### src/rtl/multicycle_control.sv
// multicycle_control: per-state control sequencer for a shared-memory multi-cycle MIPS datapath,
// with a memory-ready watchdog that traps into an absorbing FAULT state.
module multicycle_control #(
    parameter int MEM_TIMEOUT = 15,
    parameter int TO_W        = 4
) (
    input  logic       clk,
    input  logic       reset,
    input  logic [5:0] opcode,
    input  logic [5:0] funct,
    input  logic       mem_ready,
    output logic       pc_write,
    output logic       pc_write_cond,
    output logic       branch_ne,
    output logic [1:0] pc_source,
    output logic       iord,
    output logic       mem_read,
    output logic       mem_write,
    output logic       ir_write,
    output logic [1:0] reg_dst,
    output logic [1:0] mem_to_reg,
    output logic       reg_write,
    output logic       alu_src_a,
    output logic [1:0] alu_src_b,
    output logic [1:0] alu_op,
    output logic       retire,
    output logic       illegal_op,
    output logic       mem_fault,
    output logic [3:0] state
);
    typedef enum logic [3:0] {
        IDLE, FETCH, DECODE, MEM_ADDR, MEM_RD, MEM_WB, MEM_WR, EXEC_R,
        EXEC_I, ALU_WB, BRANCH, JUMP, JAL, JR, FAULT, ILLEGAL
    } state_t;
    localparam logic [TO_W-1:0] TO = TO_W'(MEM_TIMEOUT);
    state_t state_q, state_d;
    logic [5:0] op_q, op_d;
    logic is_r_q, is_r_d;
    logic [TO_W-1:0] wd_q, wd_d;
    logic waiting, timeout;
    always_ff @(posedge clk or posedge reset) begin
        if (reset) begin
            state_q <= IDLE;
            op_q    <= '0;
            is_r_q  <= 1'b0;
            wd_q    <= '0;
        end else begin
            state_q <= state_d;
            op_q    <= op_d;
            is_r_q  <= is_r_d;
            wd_q    <= wd_d;
        end
    end
    always_comb begin
        waiting = state_q inside {FETCH, MEM_RD, MEM_WR};
        timeout = MEM_TIMEOUT != 0 && waiting && !mem_ready && wd_q == TO;
        op_d    = state_q == DECODE ? opcode : op_q;
        is_r_d  = state_q == DECODE ? opcode == 6'b000000 : is_r_q;
        state_d = state_q;
        case (state_q)
            IDLE:     state_d = FETCH;
            FETCH:    state_d = mem_ready ? DECODE : FETCH;
            DECODE: begin
                if (opcode == 6'b000000)
                    state_d = funct == 6'b001000 ? JR : EXEC_R;
                else if (opcode == 6'b100011 || opcode == 6'b101011)
                    state_d = MEM_ADDR;
                else if (opcode == 6'b000100 || opcode == 6'b000101)
                    state_d = BRANCH;
                else if (opcode == 6'b000010)
                    state_d = JUMP;
                else if (opcode == 6'b000011)
                    state_d = JAL;
                else if (opcode >= 6'b001000 && opcode <= 6'b001101)
                    state_d = EXEC_I;
                else
                    state_d = ILLEGAL;
            end
            MEM_ADDR: state_d = op_q == 6'b100011 ? MEM_RD : MEM_WR;
            MEM_RD:   state_d = mem_ready ? MEM_WB : MEM_RD;
            MEM_WR:   state_d = mem_ready ? FETCH : MEM_WR;
            EXEC_R:   state_d = ALU_WB;
            EXEC_I:   state_d = ALU_WB;
            FAULT:    state_d = FAULT;
            default:  state_d = FETCH;
        endcase
        if (timeout)
            state_d = FAULT;
        // any state change clears the count, so each wait state starts from zero
        wd_d = state_d != state_q ? '0 :
               (waiting && !mem_ready && wd_q != '1) ? wd_q + 1'b1 : wd_q;
    end
    always_comb begin
        pc_write      = 1'b0;
        pc_write_cond = 1'b0;
        branch_ne     = 1'b0;
        pc_source     = 2'b00;
        iord          = 1'b0;
        mem_read      = 1'b0;
        mem_write     = 1'b0;
        ir_write      = 1'b0;
        reg_dst       = 2'b00;
        mem_to_reg    = 2'b00;
        reg_write     = 1'b0;
        alu_src_a     = 1'b0;
        alu_src_b     = 2'b00;
        alu_op        = 2'b00;
        retire        = 1'b0;
        illegal_op    = 1'b0;
        mem_fault     = 1'b0;
        state         = state_q;
        case (state_q)
            FETCH: begin
                mem_read  = 1'b1;
                alu_src_b = 2'b01;
                ir_write  = mem_ready;
                pc_write  = mem_ready;
            end
            DECODE:   alu_src_b = 2'b11;
            MEM_ADDR: begin
                alu_src_a = 1'b1;
                alu_src_b = 2'b10;
            end
            MEM_RD: begin
                iord     = 1'b1;
                mem_read = 1'b1;
            end
            MEM_WB: begin
                mem_to_reg = 2'b01;
                reg_write  = 1'b1;
                retire     = 1'b1;
            end
            MEM_WR: begin
                iord      = 1'b1;
                mem_write = 1'b1;
                retire    = mem_ready;
            end
            EXEC_R: begin
                alu_src_a = 1'b1;
                alu_op    = 2'b10;
            end
            EXEC_I: begin
                alu_src_a = 1'b1;
                alu_src_b = 2'b10;
                alu_op    = 2'b11;
            end
            ALU_WB: begin
                reg_write = 1'b1;
                reg_dst   = is_r_q ? 2'b01 : 2'b00;
                retire    = 1'b1;
            end
            BRANCH: begin
                alu_src_a     = 1'b1;
                alu_op        = 2'b01;
                pc_write_cond = 1'b1;
                pc_source     = 2'b01;
                branch_ne     = op_q == 6'b000101;
                retire        = 1'b1;
            end
            JUMP: begin
                pc_write  = 1'b1;
                pc_source = 2'b10;
                retire    = 1'b1;
            end
            JAL: begin
                pc_write   = 1'b1;
                pc_source  = 2'b10;
                reg_write  = 1'b1;
                reg_dst    = 2'b10;
                mem_to_reg = 2'b10;
                retire     = 1'b1;
            end
            JR: begin
                pc_write  = 1'b1;
                pc_source = 2'b11;
                retire    = 1'b1;
            end
            ILLEGAL:  illegal_op = 1'b1;
            FAULT:    mem_fault = 1'b1;
            default: ;
        endcase
    end
endmodule
### config.mk
export PLATFORM = sky130hd
export DESIGN_NAME = multicycle_control
export DESIGN_NICKNAME = d
export VERILOG_FILES = /design/src/rtl/multicycle_control.sv
export SDC_FILE = /design/constraint.sdc
export NUM_CORES = 1
export LEC_CHECK = 0
export CORE_MARGIN = 2
export CORE_UTILIZATION = 46
export DETAILED_ROUTE_END_ITERATION = 10
export GPL_TIMING_DRIVEN = 0
export PLACE_DENSITY = 0.77
export SYNTH_ARGS = -nofsm -noshare
export SYNTH_HDL_FRONTEND = slang
export SYNTH_SLANG_ARGS = --single-unit
### constraint.sdc
create_clock -name clk -period 1.8 [get_ports clk]
set_input_delay 0.36 -clock clk [delete_from_list [all_inputs] [get_ports clk]]
set_output_delay 0.36 -clock clk [all_outputs]
set_load 0.01 [all_outputs]
Word level (Yosys, flattened, before mapping)
Index checks and enable logic that the tools add are counted.
{"block": "totals", "output_inout_bits": 26, "input_bits": 15, "elab_cells": 86, "ff_bits": 15}
{"block": "classes", "n_mux": 33, "addsub": 1, "magnitude_cmp": 2, "eq_ne": 27, "n_reduce_logical": 19}
{"op": "equality test 4 bit, second input constant", "count": 9}
{"op": "case mux 4 bit (7 select lines)", "count": 1}
{"op": "two-way mux 4 bit", "count": 6}
{"op": "equality test 6 x 3 -> 1 bit, second input constant", "count": 3}
{"op": "equality test 6 bit, second input constant", "count": 3}
{"op": "case mux 2 bit (3 select lines)", "count": 3}
{"op": "equality test 4 x 3 -> 1 bit, second input constant", "count": 4}
{"op": "two-way mux 3 bit", "count": 5}
{"op": "equality test 6 x 2 -> 1 bit, second input constant", "count": 2}
{"op": "two-way mux 1 bit", "count": 12}
{"op": "OR reduction 2 bit", "count": 5}
{"op": "equality test 4 x 2 -> 1 bit, second input constant", "count": 2}
{"op": "case mux 2 bit (2 select lines)", "count": 2}
{"op": "equality test 6 x 4 -> 1 bit, second input constant", "count": 1}
{"op": ">= comparator 6 x 4 -> 1 bit, second input constant", "count": 1}
{"op": "<= comparator 6 x 4 -> 1 bit, second input constant", "count": 1}
{"op": "zero test 6 bit", "count": 1}
{"op": "OR reduction 3 bit", "count": 2}
{"op": "OR reduction 6 bit", "count": 1}
{"op": "adder 4 x 1 -> 4 bit, second input constant", "count": 1}
{"op": "equality test 4 x 1 -> 1 bit, second input constant", "count": 1}
{"op": "logical AND 1 bit", "count": 4}
{"op": "two-way mux 2 bit", "count": 2}
{"op": "inequality test 4 bit", "count": 1}
{"op": "other kinds (7)", "count": 9}

Logic depth before layout (Yosys ltp)
{"block": "depth", "ltp_word": 12, "mapped_depth": 6, "ltp_nobuf": 6}

Worst setup path before layout
OpenSTA, ideal clock, no wires.
{"block": "synth_path", "path_type": "register to output", "from": "register state_q[1] (netlist: state[1])", "to": "output port branch_ne", "t_arrival_ns": 1.486, "required_ns": 1.440, "slack_ns": -0.046, "n_path_buf": 2, "path_stages_with_launch": 5, "cell_sequence": "dfrtp_1 -> buf_2 -> buf_1 -> nand2b_1 -> nor4_1"}
{"block": "synth_via", "elab_chain_len": 2}
{"element": "start: declaration", "line": "36", "text": "state_t state_q, state_d;"}
{"element": "start signal: assignment", "line": "48", "text": "state_q <= state_d;"}
{"element": "equality test 4 bit", "line": "112", "text": "case (state_q)"}
{"element": "two-way mux 1 bit", "line": "112"}
{"element": "end: declaration", "line": "14", "text": "output logic branch_ne,"}
No other way between the ends.

Final worst setup path
{"block": "layout_path", "from": "register state_q[0] (netlist: state[0])", "to": "output port pc_source[0]"}
{"block": "layout_via", "elab_chain_len": 3, "word_cells_on_any_way": 6, "cone_classes": "eq/ne (4); mux (1); reduce/logical (1)"}
{"element": "equality test 4 bit", "line": "112"}
{"element": "OR reduction 2 bit (no line)"}
{"element": "case mux 2 bit (3 select lines) (*)", "line": "112"}
{"element": "end: declaration", "line": "15", "text": "output logic [1:0] pc_source,"}
Every way passes the cells marked *; elsewhere a longest branch is shown, timed or not.

==> impl_metrics.yaml <==
outcome:
  run_status: "complete, but fails checks"
  failed_checks: "negative setup slack"
power:
  p_int_uw: 2030
  swShare_pct: 45.1
  share_comb_of_total_power_pct: 79.3
  power.switching_uw: 1670
  vdd_drop_max_v: 0.00135
  p_leak_uw: 0.000996
  power.density_mw_per_mm2: 1630
  clock_power_share_pct: 5.6
  sequentialPowerShare_pct: 15.1
critical_path:
  critical_path_peak_fanout: 5
  cp.arrival_ns: 1.67
  critical_path.startpoint_type: "register"
  cp-end-kind: "output port"
  worst_path_required_time_ns: 1.44
  timing_worst_setup_path_type: "register to output port"
flow_run:
  max-cap-violations: 0
global_route:
  grt_antenna_before_repair: 0
  residual_overflow_from_global_routing: 0
  grt.total_usage_pct: 29.1
  largest_net_degree_at_the_start_of_global_routing: 16
  grt_first_pass_wirelength_um: 7490
  first_global_vias: 1605
yosys:
  yosys.area_share.adder_pct: 0.970
  ys_dominant_reg_cell: "sky130_fd_sc_hd__dfrtp_1"
  synth_area_in_compound_gates_pct: 22.9
  yosys_reg_bits: 15
  top_area_cells_in_the_synthesized_netlist: "sky130_fd_sc_hd__dfrtp_1 (29%), sky130_fd_sc_hd__mux2_2 (5.2%), sky130_fd_sc_hd__nor2_1 (4.9%), sky130_fd_sc_hd__a21oi_1 (4.7%), sky130_fd_sc_hd__nor4b_1 (4.1%)"
  synth-simple-area-share_pct: 31.3
  synth_top_area_share_pct: 29.1
  synthesis.nets: 177
  main_combinational_cell_family_by_area_after_synthesis: "simple AND/OR/NAND/NOR gates"
  synth.largest_area_cell: "sky130_fd_sc_hd__dfrtp_1"
  synthesis.yosys.warnings: 0
  netlist_cell_types: 53
  combined_area_of_all_synthesized_cells_sq_mm: 0.00129
  synth_xor_xnor_area_share_pct: 3.39
  synth_enable_flop_cells: 0
  postSynth.asyncResetShare_pct: 100
  post_synth_mux_area_share_pct: 6.01
  post_syn_instances: 161
  yosysSeqAreaShare_pct: 29.1
  syn-mean-instance-area_sq_um: 8.01
route:
  drt_pass1_iterations: 4
  wl_per_cell_um: 20.0
  dr_total_vias: 1671
  drt_via_density: 6.35
  drcViolationCount: 0
  detail_route.wirelength_um: 5250
  drt_first_iter_violations: 71
  antenna_left: 0
placement:
  pre_cts_slack_ns: -0.620
  globalplace.congestion: 0.903
  io_buffer_count: 40
  place_hpwl_um: 2810
clocking:
  cts_h_tree_depth: 1
  cts_made_buffers: 3
  cts.sink_count: 15
  clock_tree.root_cell: "sky130_fd_sc_hd__clkbuf_4"
  cts_tree: "done"
  insertion_delay_ns: 0.30
  ctsLongestPathBuffers: 2
  cts-hold-fix-buffers: 0
  worst_setup_hold_path_clk_slew_ns: 0.09
sta:
  clock_skew_ns: 0.000577
  finalHoldViolations: 0
  final_count_of_pins_violating_max_slew: 0
  fin_setup_tns_ns: -1.36
  timing.fmax_mhz: 493
  period_share_pct: 113
  setup_viol_count_final: 17
  grt_setup_unrepaired: "yes"
  minimum_clock_period_after_layout_ns: 2.03
  tightest_slew_ns: 0.627
  hold_slack_ns: 0.430
  fin_ws_ns: -0.230
  timing.max_slew.rel_slack_pct: 58.2
cells_and_area:
  nets: 249
  layout.cells.most_common: "sky130_fd_sc_hd__buf_4"
  layout-area-overhead-vs-synth_pct: 75.7
  layout.area.seq_sq_um: 375
  multi_input_comb_area_sq_mm: 0.00109
  drive_above_1_share_pct: 50.4
  final_cell_mix: "sky130_fd_sc_hd__buf_4 (24), sky130_fd_sc_hd__buf_2 (15), sky130_fd_sc_hd__dfrtp_1 (15)"
  nFillCells: 164
  antenna_cells_inserted: 0
die:
  die-height_um: 57.0
  initial_core_util_pct: 47.6
  die-width_um: 57.0
  ios: 41
  core_area_sq_mm: 0.00271
  std_cell_rows: 19
  die_area_sq_mm: 0.00324
min_path:
  hold_class: "input port to asynchronous set/reset pin"
-- stage by stage --
stage	cell area (sq um)	util [%]	std cells	power, uW
finish	2270	83.6	263	3700
global route	2270	83.6	263	3880
CTS	2040	75.3	255	3200
detailed placement	1750	64.5	232	2400
global placement	1750	64.5	232	2370
floorplan	1310	-	161	1720
-- worst max-delay path: stages, from the launching register on --
cell and delay [ns]:
sky130_fd_sc_hd__dfrtp_1 0.41, sky130_fd_sc_hd__buf_6 0.14, sky130_fd_sc_hd__buf_8 0.13, sky130_fd_sc_hd__or3_4 0.39, sky130_fd_sc_hd__a21oi_2 0.15, sky130_fd_sc_hd__buf_2 0.14
-- final timing paths --
kind                           from           end  slack, ns  depth (start not counted)
max                        state[0]  pc_source[0]      -0.23                          5
min                           reset       wd_q[1]       0.43                          2
max reg2reg                state[3]       wd_q[1]      -0.04                          7
min reg2reg                 op_q[3]       op_q[3]       0.53                          1
max in group asynchronous     reset       op_q[0]       0.96                          2
min in group clk            op_q[3]       op_q[3]       0.53                          1
-- synthesized netlist by cell type (5+ instances only) --
| cell | number |
|---|---|
| sky130_fd_sc_hd__nor2_1 | 17 |
| sky130_fd_sc_hd__buf_2 | 5 |
| sky130_fd_sc_hd__nand2b_1 | 5 |
| sky130_fd_sc_hd__mux2_2 | 6 |
| sky130_fd_sc_hd__o21ai_0 | 6 |
| sky130_fd_sc_hd__a21oi_1 | 12 |
| sky130_fd_sc_hd__nand3_1 | 5 |
| sky130_fd_sc_hd__nand2_1 | 13 |
| sky130_fd_sc_hd__nor4b_1 | 6 |
| sky130_fd_sc_hd__nor3_1 | 6 |
| sky130_fd_sc_hd__dfrtp_1 | 15 |
-- routing by layer --
layer	up-vias	wire length (um)	part of all wire (%)	track usage, %
met5	-	0	0	0
met4	0	280	5.3	15.6
met3	33	362	6.9	2.95
met2	106	2620	50	49.3
met1	795	1990	38	36.6
li1	737	-	-	-
-- sequential cells by signal (all words and copies together) (netlist names) --
| signal | flops |
|---|---|
| state | 4 |
| op_q | 6 |
| wd_q | 4 |
| is_r_q | 1 |
-- power groups by stage --
stage	clock [uW]	combinational [uW]	sequential, uW
2_1_floorplan	0	1160	556
3_3_place_gp	0	1820	548
3_5_place_dp	0	1840	558
4_1_cts	205	2450	550
5_1_grt	220	3100	568
6_report	208	2930	559
-- cell type report --
cell class / count / area share [%]
multi-input cells: 130 / 48.0
repair buffers: 67 / 24.5
flip-flops and latches: 15 / 16.6
plain buffers: 12 / 7.23
well taps: 31 / 1.71
clock buffers: 4 / 1.16
inverters: 4 / 0.773
-- repair_timing --
action                     4_1_cts  5_1_grt
cloned                           3        0
gates resized for setup        144       42
buffers inserted                16        9
pin swaps                       15       16
setup endpoints to repair       26       34
-- logic make-up after synthesis --
family | count (synthesis)
AND/OR/NAND/NOR | 72
adder cells (fa/ha/maj) | 1
AO/OA/AOI/OAI | 45
flip-flops | 15
buffers and inverters | 16
XOR/XNOR | 5
multiplexers | 7
Power figures use the tool's default switching activity.
